File: config.mk
export PLATFORM = sky130hd
export DESIGN_NAME = bit_n_divider
export DESIGN_NICKNAME = d
export VERILOG_FILES = /design/src/rtl/bit_n_divider.sv
export SDC_FILE = /design/constraint.sdc
export NUM_CORES = 1
export LEC_CHECK = 0
export BUFFER_PORTS_ARGS = -buffer_cell sky130_fd_sc_hd__buf_2
export CORE_MARGIN = 4
export CORE_UTILIZATION = 40
export DETAILED_ROUTE_END_ITERATION = 7
export HOLD_SLACK_MARGIN = 0.12
export SLEW_MARGIN = 30
export SYNTH_ARGS = -nofsm -noshare
export SYNTH_HDL_FRONTEND = slang
export SYNTH_SLANG_ARGS = --single-unit
File: constraint.sdc
create_clock -name clk_div -period 4.2 [get_ports clk_div]
set_input_delay 0.84 -clock clk_div [delete_from_list [all_inputs] [get_ports clk_div]]
set_output_delay 0.84 -clock clk_div [all_outputs]
set_load 0.02 [all_outputs]
File: src/rtl/bit_n_divider.sv
// Programmable N-cycle divider with free-run and one-shot modes, a square-wave
// output and a scan-select index that advances once per wrap.
module bit_n_divider #(
  parameter int               WIDTH     = 10,
  parameter int               DIGITS    = 4,
  parameter int               SEL_W     = 2,
  parameter logic [WIDTH-1:0] RESET_DIV = {WIDTH{1'b1}}
) (
  input  logic             clk_div,
  input  logic             rst_div,
  input  logic             en_div,
  input  logic             div_load,
  input  logic [WIDTH-1:0] div_val,
  input  logic             mode_div,
  input  logic             start_div,
  output logic [WIDTH-1:0] count_div,
  output logic             tick_div,
  output logic             sq_div,
  output logic             msb_div,
  output logic [SEL_W-1:0] sel_div,
  output logic             busy_div
);

  typedef enum logic {
    ST_IDLE = 1'b0,
    ST_RUN  = 1'b1
  } state_t;

  localparam logic [SEL_W-1:0] SEL_LAST = SEL_W'(DIGITS - 1);

  state_t           state_q, state_d;
  logic [WIDTH-1:0] count_q, count_d;
  logic [WIDTH-1:0] term_q,  term_d;
  logic             tick_q,  tick_d;
  logic             sq_q,    sq_d;
  logic [SEL_W-1:0] sel_q,   sel_d;
  logic [SEL_W-1:0] sel_inc;

  // Scan index wraps at DIGITS-1 rather than at the natural power of two.
  always_comb begin
    if (sel_q == SEL_LAST) begin
      sel_inc = '0;
    end else begin
      sel_inc = sel_q + SEL_W'(1);
    end
  end

  // Next-state logic; a load always takes priority over counting.
  always_comb begin
    state_d = state_q;
    count_d = count_q;
    term_d  = term_q;
    tick_d  = 1'b0;
    sq_d    = sq_q;
    sel_d   = sel_q;
    if (div_load) begin
      term_d  = div_val;
      count_d = '0;
    end else if (en_div) begin
      case (state_q)
        ST_IDLE: begin
          count_d = '0;
          if (!mode_div || start_div) begin
            state_d = ST_RUN;
          end else begin
            state_d = ST_IDLE;
          end
        end
        ST_RUN: begin
          if (count_q == term_q) begin
            count_d = '0;
            tick_d  = 1'b1;
            sq_d    = ~sq_q;
            sel_d   = sel_inc;
            if (mode_div) begin
              state_d = ST_IDLE;
            end else begin
              state_d = ST_RUN;
            end
          end else begin
            count_d = count_q + WIDTH'(1);
          end
        end
        default: begin
          state_d = ST_IDLE;
          count_d = '0;
        end
      endcase
    end else begin
      tick_d = 1'b0;
    end
  end

  // State registers with synchronous reset.
  always_ff @(posedge clk_div) begin
    if (rst_div) begin
      state_q <= ST_IDLE;
      count_q <= '0;
      term_q  <= RESET_DIV;
      tick_q  <= 1'b0;
      sq_q    <= 1'b0;
      sel_q   <= '0;
    end else begin
      state_q <= state_d;
      count_q <= count_d;
      term_q  <= term_d;
      tick_q  <= tick_d;
      sq_q    <= sq_d;
      sel_q   <= sel_d;
    end
  end

  assign count_div = count_q;
  assign tick_div  = tick_q;
  assign sq_div    = sq_q;
  assign sel_div   = sel_q;
  assign msb_div   = count_q[WIDTH-1];
  assign busy_div  = (state_q == ST_RUN);

endmodule

==> impl_metrics.ini, run 1 <==
[status]
outcome = completed

[critical_path]
cp_slowest_stage_delay_ps = 490
worstPathCellList = buf_2
cp_slowest_cell = dfxtp_1
path_depth = 1
cp.arrival_ps = 1030
crit_fanout = 6
start_kind = register
end_kind = output port
cp.required_ps = 3360
criticalPathCategory = reg -> out
ff2ff_path_depth = 5
cpLargestDelayFamily = flip-flops
crit_buf_inv = 1

[logic_synthesis]
ys_seq_elements = 25
synth.largest_area_cell = dfxtp_1
yosysWarnings = 0
ys_types = 35
netlist_instances = 130
syn_area_um2 = 1270
syn_nets = 148
synth_top_area_frac = 0.393
synth_area_per_cell_um2 = 9.80
synth_area_leaders = dfxtp_1 (39%), a211o_1 (7.6%), nor2b_1 (6.4%)
seq_area_frac_synth = 0.393

[floorplan]
die-area_um2 = 4150
die_w_um = 64.4
die_y_um = 64.4
start_util = 0.417
fp.coreArea_um2 = 3050
rows = 20
top_level_ports = 32

[route]
num_vias = 996
post-route-drc-count = 0
detail_route.wl_per_cell_um = 12.3
viasPerCell = 4.91
firstDrtPassIters = 4
wl_um = 2490
drtAntennaViolNets = 0
drtIter0Drc = 21

[global_route]
grt_pass1_vias = 956
grt_max_degree = 28
met3_usage = 0.0364
grt_pass1_wl_um = 4370
busiest_layer = met2
grt_antenna_before_repair = 0
met2_usage = 0.207
grtUsageTotal = 0.132
grt_use_met1 = 0.173
overflow = 0

[power_and_ir_drop]
ir_drop_v = 0.000168
p_leak_nw = 0.662
p_total_w = 0.000406
powerDensity_nw_per_um2 = 273

[worst_hold_path]
hold_path_depth = 2
hp-class = reg -> reg

[cts]
cts_resized = 0
clock_path_buffers = 2
insertion_delay_ps = 320
cts_buffers = 3
postCtsSetupRepairBufs = 0
cts_hold_buffers = 0
cts_tree = done
h-tree-depth = 1
cts-root-buf = clkbuf_4
cts_sinks = 25
path_clk_slew_ps = 140

[sta]
post-route-min-period_ps = 1870
finalSetupViolations = 0
fin_skew_ps = 9.13
fmax_ghz = 0.534
slew_headroom = 0.690
worst_pin_slew_ps = 462
fin_crit_sh = 0.446
maxSlewViolCount = 0
setup_slack_ps = 2330
hold_violations = 0
rsz0062_at_grt = no
setup_tns_ps = 0

[placed_design]
place_hpwl_um = 1910
pre_cts_ws_ps = 2020
port_buffers = 31
gp_congestion = 0.738

[layout]
n_antenna_cell = 0
final_nets = 178
nFillCells = 326
area_growth_pct = 16.8
drive_gt1_frac = 0.277

[flow_run]
maxCapViolCount = 0
## logic make-up after synthesis
logic type | after synthesis | share of synthesized area
AOI/OAI and AO/OA | 29 | 0.185
adders and majority gates | 2 | 0.0196
DFF | 25 | 0.393
muxes | 3 | 0.0236
buffers and inverters | 10 | 0.0324
and+or+nand+nor | 49 | 0.241
xor gates and xnor gates | 12 | 0.106
## sequential cells by signal, summed over array words and instances, names as in the netlist
name,cells
busy_div,1
term_q,10
sq_div,1
count_div,10
tick_div,1
sel_div,2
## metal layers
metal | vias to the layer above | part of all wire | wire (um)
met5 | - | 0 | 0
met2 | 18 | 0.45 | 1120
met1 | 453 | 0.49 | 1220
met4 | 0 | 0.010 | 25
li1 | 523 | - | -
met3 | 2 | 0.047 | 118
## cells in the mapped netlist
cell	instances
a211o_1	11
a211oi_1	1
a21o_1	4
a21oi_1	1
a31oi_1	1
and2_1	1
and3_1	3
buf_4	1
clkbuf_1	5
dfxtp_1	25
ha_1	2
inv_1	4
mux2i_1	3
nand2_1	7
nand2b_1	2
nand3_1	2
nand3b_1	2
nand4_2	1
nand4_4	1
nor2_1	7
nor2b_1	13
nor3_1	4
nor3b_1	3
nor4_1	1
nor4_4	1
o21a_1	1
o21ai_0	4
o21ai_1	1
o22ai_1	1
o31ai_2	1
o31ai_4	1
o41ai_1	2
or3_1	1
xnor2_1	8
xnor2_2	4
## cells in the final DEF, fill, tap and decap left out, drive strengths merged
| cell | count |
|---|---|
| clkbuf | 3 |
| nand2 | 7 |
| a21o | 4 |
| a211oi | 1 |
| mux2i | 3 |
| xnor2 | 12 |
| and3 | 3 |
| nor4 | 2 |
| a21oi | 1 |
| o31ai | 2 |
| nor2b | 13 |
| inv | 4 |
| o21a | 1 |
| nand2b | 2 |
| and2 | 1 |
| nand4 | 2 |
| a211o | 11 |
| nand3b | 2 |
| nor3 | 4 |
| o21ai | 5 |
| ha | 2 |
| clkinvlp | 1 |
| dfxtp | 25 |
| buf | 31 |
| or3 | 1 |
| a31oi | 1 |
| nand3 | 2 |
| nor3b | 3 |
| o22ai | 1 |
| o41ai | 2 |
| nor2 | 7 |
## power by group
part / total [W] / switching [W] / internal (W) / leakage (nW)
Combinational: 0.0000441 / 0.0000219 / 0.0000222 / 0.443
Clock: 0.000110 / 0.0000739 / 0.0000364 / 0.0139
Sequential: 0.000251 / 0.00000628 / 0.000245 / 0.204
## final timing paths
path,from,slack (ps),to
hold reg to reg,sq_div,530,sq_div
setup reg to reg,count_div[5],2420,count_div[9]
setup / recovery,count_div[5],2330,count_div[5]
hold / removal,sq_div,530,sq_div
## per-stage QoR
stage	cell area (um^2)	instances	hold WS (ps)	utilization
floorplan	1270	130	552	-
global placement	1460	199	497	0.477
detailed placement	1460	199	505	0.477
CTS	1490	203	540	0.487
global route	1490	203	585	0.487
finish	1490	203	533	0.487
## area by class of cell
class	instances	area, um^2	share of cell area
Timing Repair Buffer	31	155	0.104
Clock inverter	1	7.51	0.00505
Clock buffer	3	22.5	0.0151
Inverter	4	15.0	0.0101
Tap cell	44	55.1	0.0370
Sequential cell	25	500	0.336
Multi-Input combinational cell	95	732	0.492
Note: power is estimated with default switching activity, not from simulation.
==> run 2: changes to the inputs <==
==> constraint.sdc (replaced) <==
create_clock -name clk_div -period 1.9 [get_ports clk_div]
set_input_delay 0.38 -clock clk_div [delete_from_list [all_inputs] [get_ports clk_div]]
set_output_delay 0.38 -clock clk_div [all_outputs]
set_load 0.02 [all_outputs]
==> run 2 against run 1 <==
Final area increased by 2.0%; sequential share of layout area fell by 0.67 points; global-route usage grew 0.82 points; utilization is 0.98 points higher; sequential power is 120% higher; non-clock buffer count rose by 4; critical path depth up 4; total power up 120%; via count up 4.4%; die area unchanged.
==> impl_metrics.ini, run 2 (synthesis gave the netlist of run 1 again) <==
[status]
outcome = completed

[cts]
h-tree-depth = 1
postCtsSetupRepairBufs = 0
cts-root-buf = clkbuf_4
insertion_delay_ps = 320
path_clk_slew_ps = 150
cts_hold_buffers = 0
cts_tree = done
cts_sinks = 25
clock_path_buffers = 2
cts_buffers = 3
cts_resized = 0

[global_route]
grt_antenna_before_repair = 0
overflow = 0
grtUsageTotal = 0.140
grt_max_degree = 22
grt_pass1_vias = 1064
grt_pass1_wl_um = 4640

[power_and_ir_drop]
ir_drop_v = 0.000362
swShare = 0.257
p_leak_nw = 0.682
cell_internal_pwr_w = 0.000672
switchingPower_w = 0.000233
pwr-share-comb = 0.110
pwr-share-clk = 0.275
p_total_w = 0.000905
p_seq_frac = 0.614
powerDensity_nw_per_um2 = 596

[critical_path]
cp.arrival_ps = 2010
rr_endpoint = count_div[9]
start_kind = register
rrSetupSlack_ps = 130
cpLargestDelayFamily = compound AO/OA/AOI/OAI gates
cp_slowest_cell = dfxtp_1
reg2reg_from = count_div[5]
cp_slowest_stage_delay_ps = 520
path_depth = 5
crit_fanout = 10
worstPathCellList = xnor2_2, nand4_4, o31ai_4, nor3_1, a211o_1
criticalPathCategory = reg -> reg
ff2ff_path_depth = 5
cp.required_ps = 2140
crit_buf_inv = 0
end_kind = register

[layout]
n_antenna_cell = 0
mostFrequentLayoutCells = buf_2 (31), dfxtp_1 (25), nor2b_1 (13)
multi_input_area_um2 = 732
final_common_cell = buf_2
regArea_um2 = 500
final_core_util = 0.497
drive_gt1_frac = 0.294
nFillCells = 321
final_nets = 182
area_growth_pct = 19.2

[worst_hold_path]
hold_path_depth = 2
hold_end = busy_div
hp-start = mode_div
hp-class = in -> reg

[sta]
setup_tns_ps = 0
finalSetupViolations = 0
slew_headroom = 0.668
worst_pin_slew_ps = 494
fin_crit_sh = 0.931
fmax_ghz = 0.565
fin_skew_ps = 7.79
rsz0062_at_grt = no
maxSlewViolCount = 0
post-route-min-period_ps = 1770
setup_slack_ps = 130
hold_violations = 0

[floorplan]
fp.coreArea_um2 = 3050
die_w_um = 64.4
rows = 20
die_y_um = 64.4
die-area_um2 = 4150
start_util = 0.417
top_level_ports = 32

[route]
num_vias = 1040
detail_route.wl_per_cell_um = 12.7
viasPerCell = 5.02
drtIter0Drc = 37
drtAntennaViolNets = 0
post-route-drc-count = 0
firstDrtPassIters = 4
wl_um = 2640

[placed_design]
pre_cts_ws_ps = 156
gp_congestion = 0.779
place_hpwl_um = 2070
port_buffers = 31

[flow_run]
maxCapViolCount = 0
-- run 2: cell count changes in the layout (fill, tap and decap cells not counted) --
| cell | previous run | this run |
|---|---|---|
| buf_4 | 0 | 4 |
-- run 2: worst max-delay path by stage --
| stage | start | endpoint | slack (ps) |
|---|---|---|---|
| after floorplan | count_div[7] | count_div[9] | 220 |
| after global placement | count_div[5] | count_div[9] | 190 |
| after detailed placement | count_div[5] | count_div[9] | 160 |
| after CTS | count_div[5] | count_div[9] | 140 |
| after global routing | count_div[8] | count_div[9] | 30 |
| final | count_div[5] | count_div[9] | 130 |
-- run 2: routing by layer --
layer  part of all wire  track usage
met1               0.48        0.177
met2               0.45        0.223
met3              0.051       0.0364
met4              0.017       0.0660
met5                  0            0
-- run 2: power by group through the flow --
| stage | logic (W) | clock network (W) | registers, W |
|---|---|---|---|
| floorplan | 0.0000692 | 0 | 0.000566 |
| global placement | 0.0000987 | 0 | 0.000567 |
| detailed placement | 0.000100 | 0 | 0.000568 |
| CTS | 0.000100 | 0.000261 | 0.000556 |
| global route | 0.000112 | 0.000286 | 0.000558 |
| finish | 0.0000996 | 0.000249 | 0.000556 |
-- run 2: stage by stage --
stage | cells | hold slack, ps | area, um^2
global route | 207 | 221 | 1520
floorplan | 130 | 477 | 1270
global placement | 203 | 497 | 1490
CTS | 207 | 225 | 1520
detailed placement | 203 | 508 | 1490
finish | 207 | 237 | 1520
-- run 2: final cells by class --
class | instances | share of cell area
clock buffer | 3 | 0.0148
multi-input combinational | 95 | 0.482
sequential | 25 | 0.330
tap | 44 | 0.0363
inverter | 4 | 0.00989
clock inverter | 1 | 0.00495
timing repair buffer | 35 | 0.122
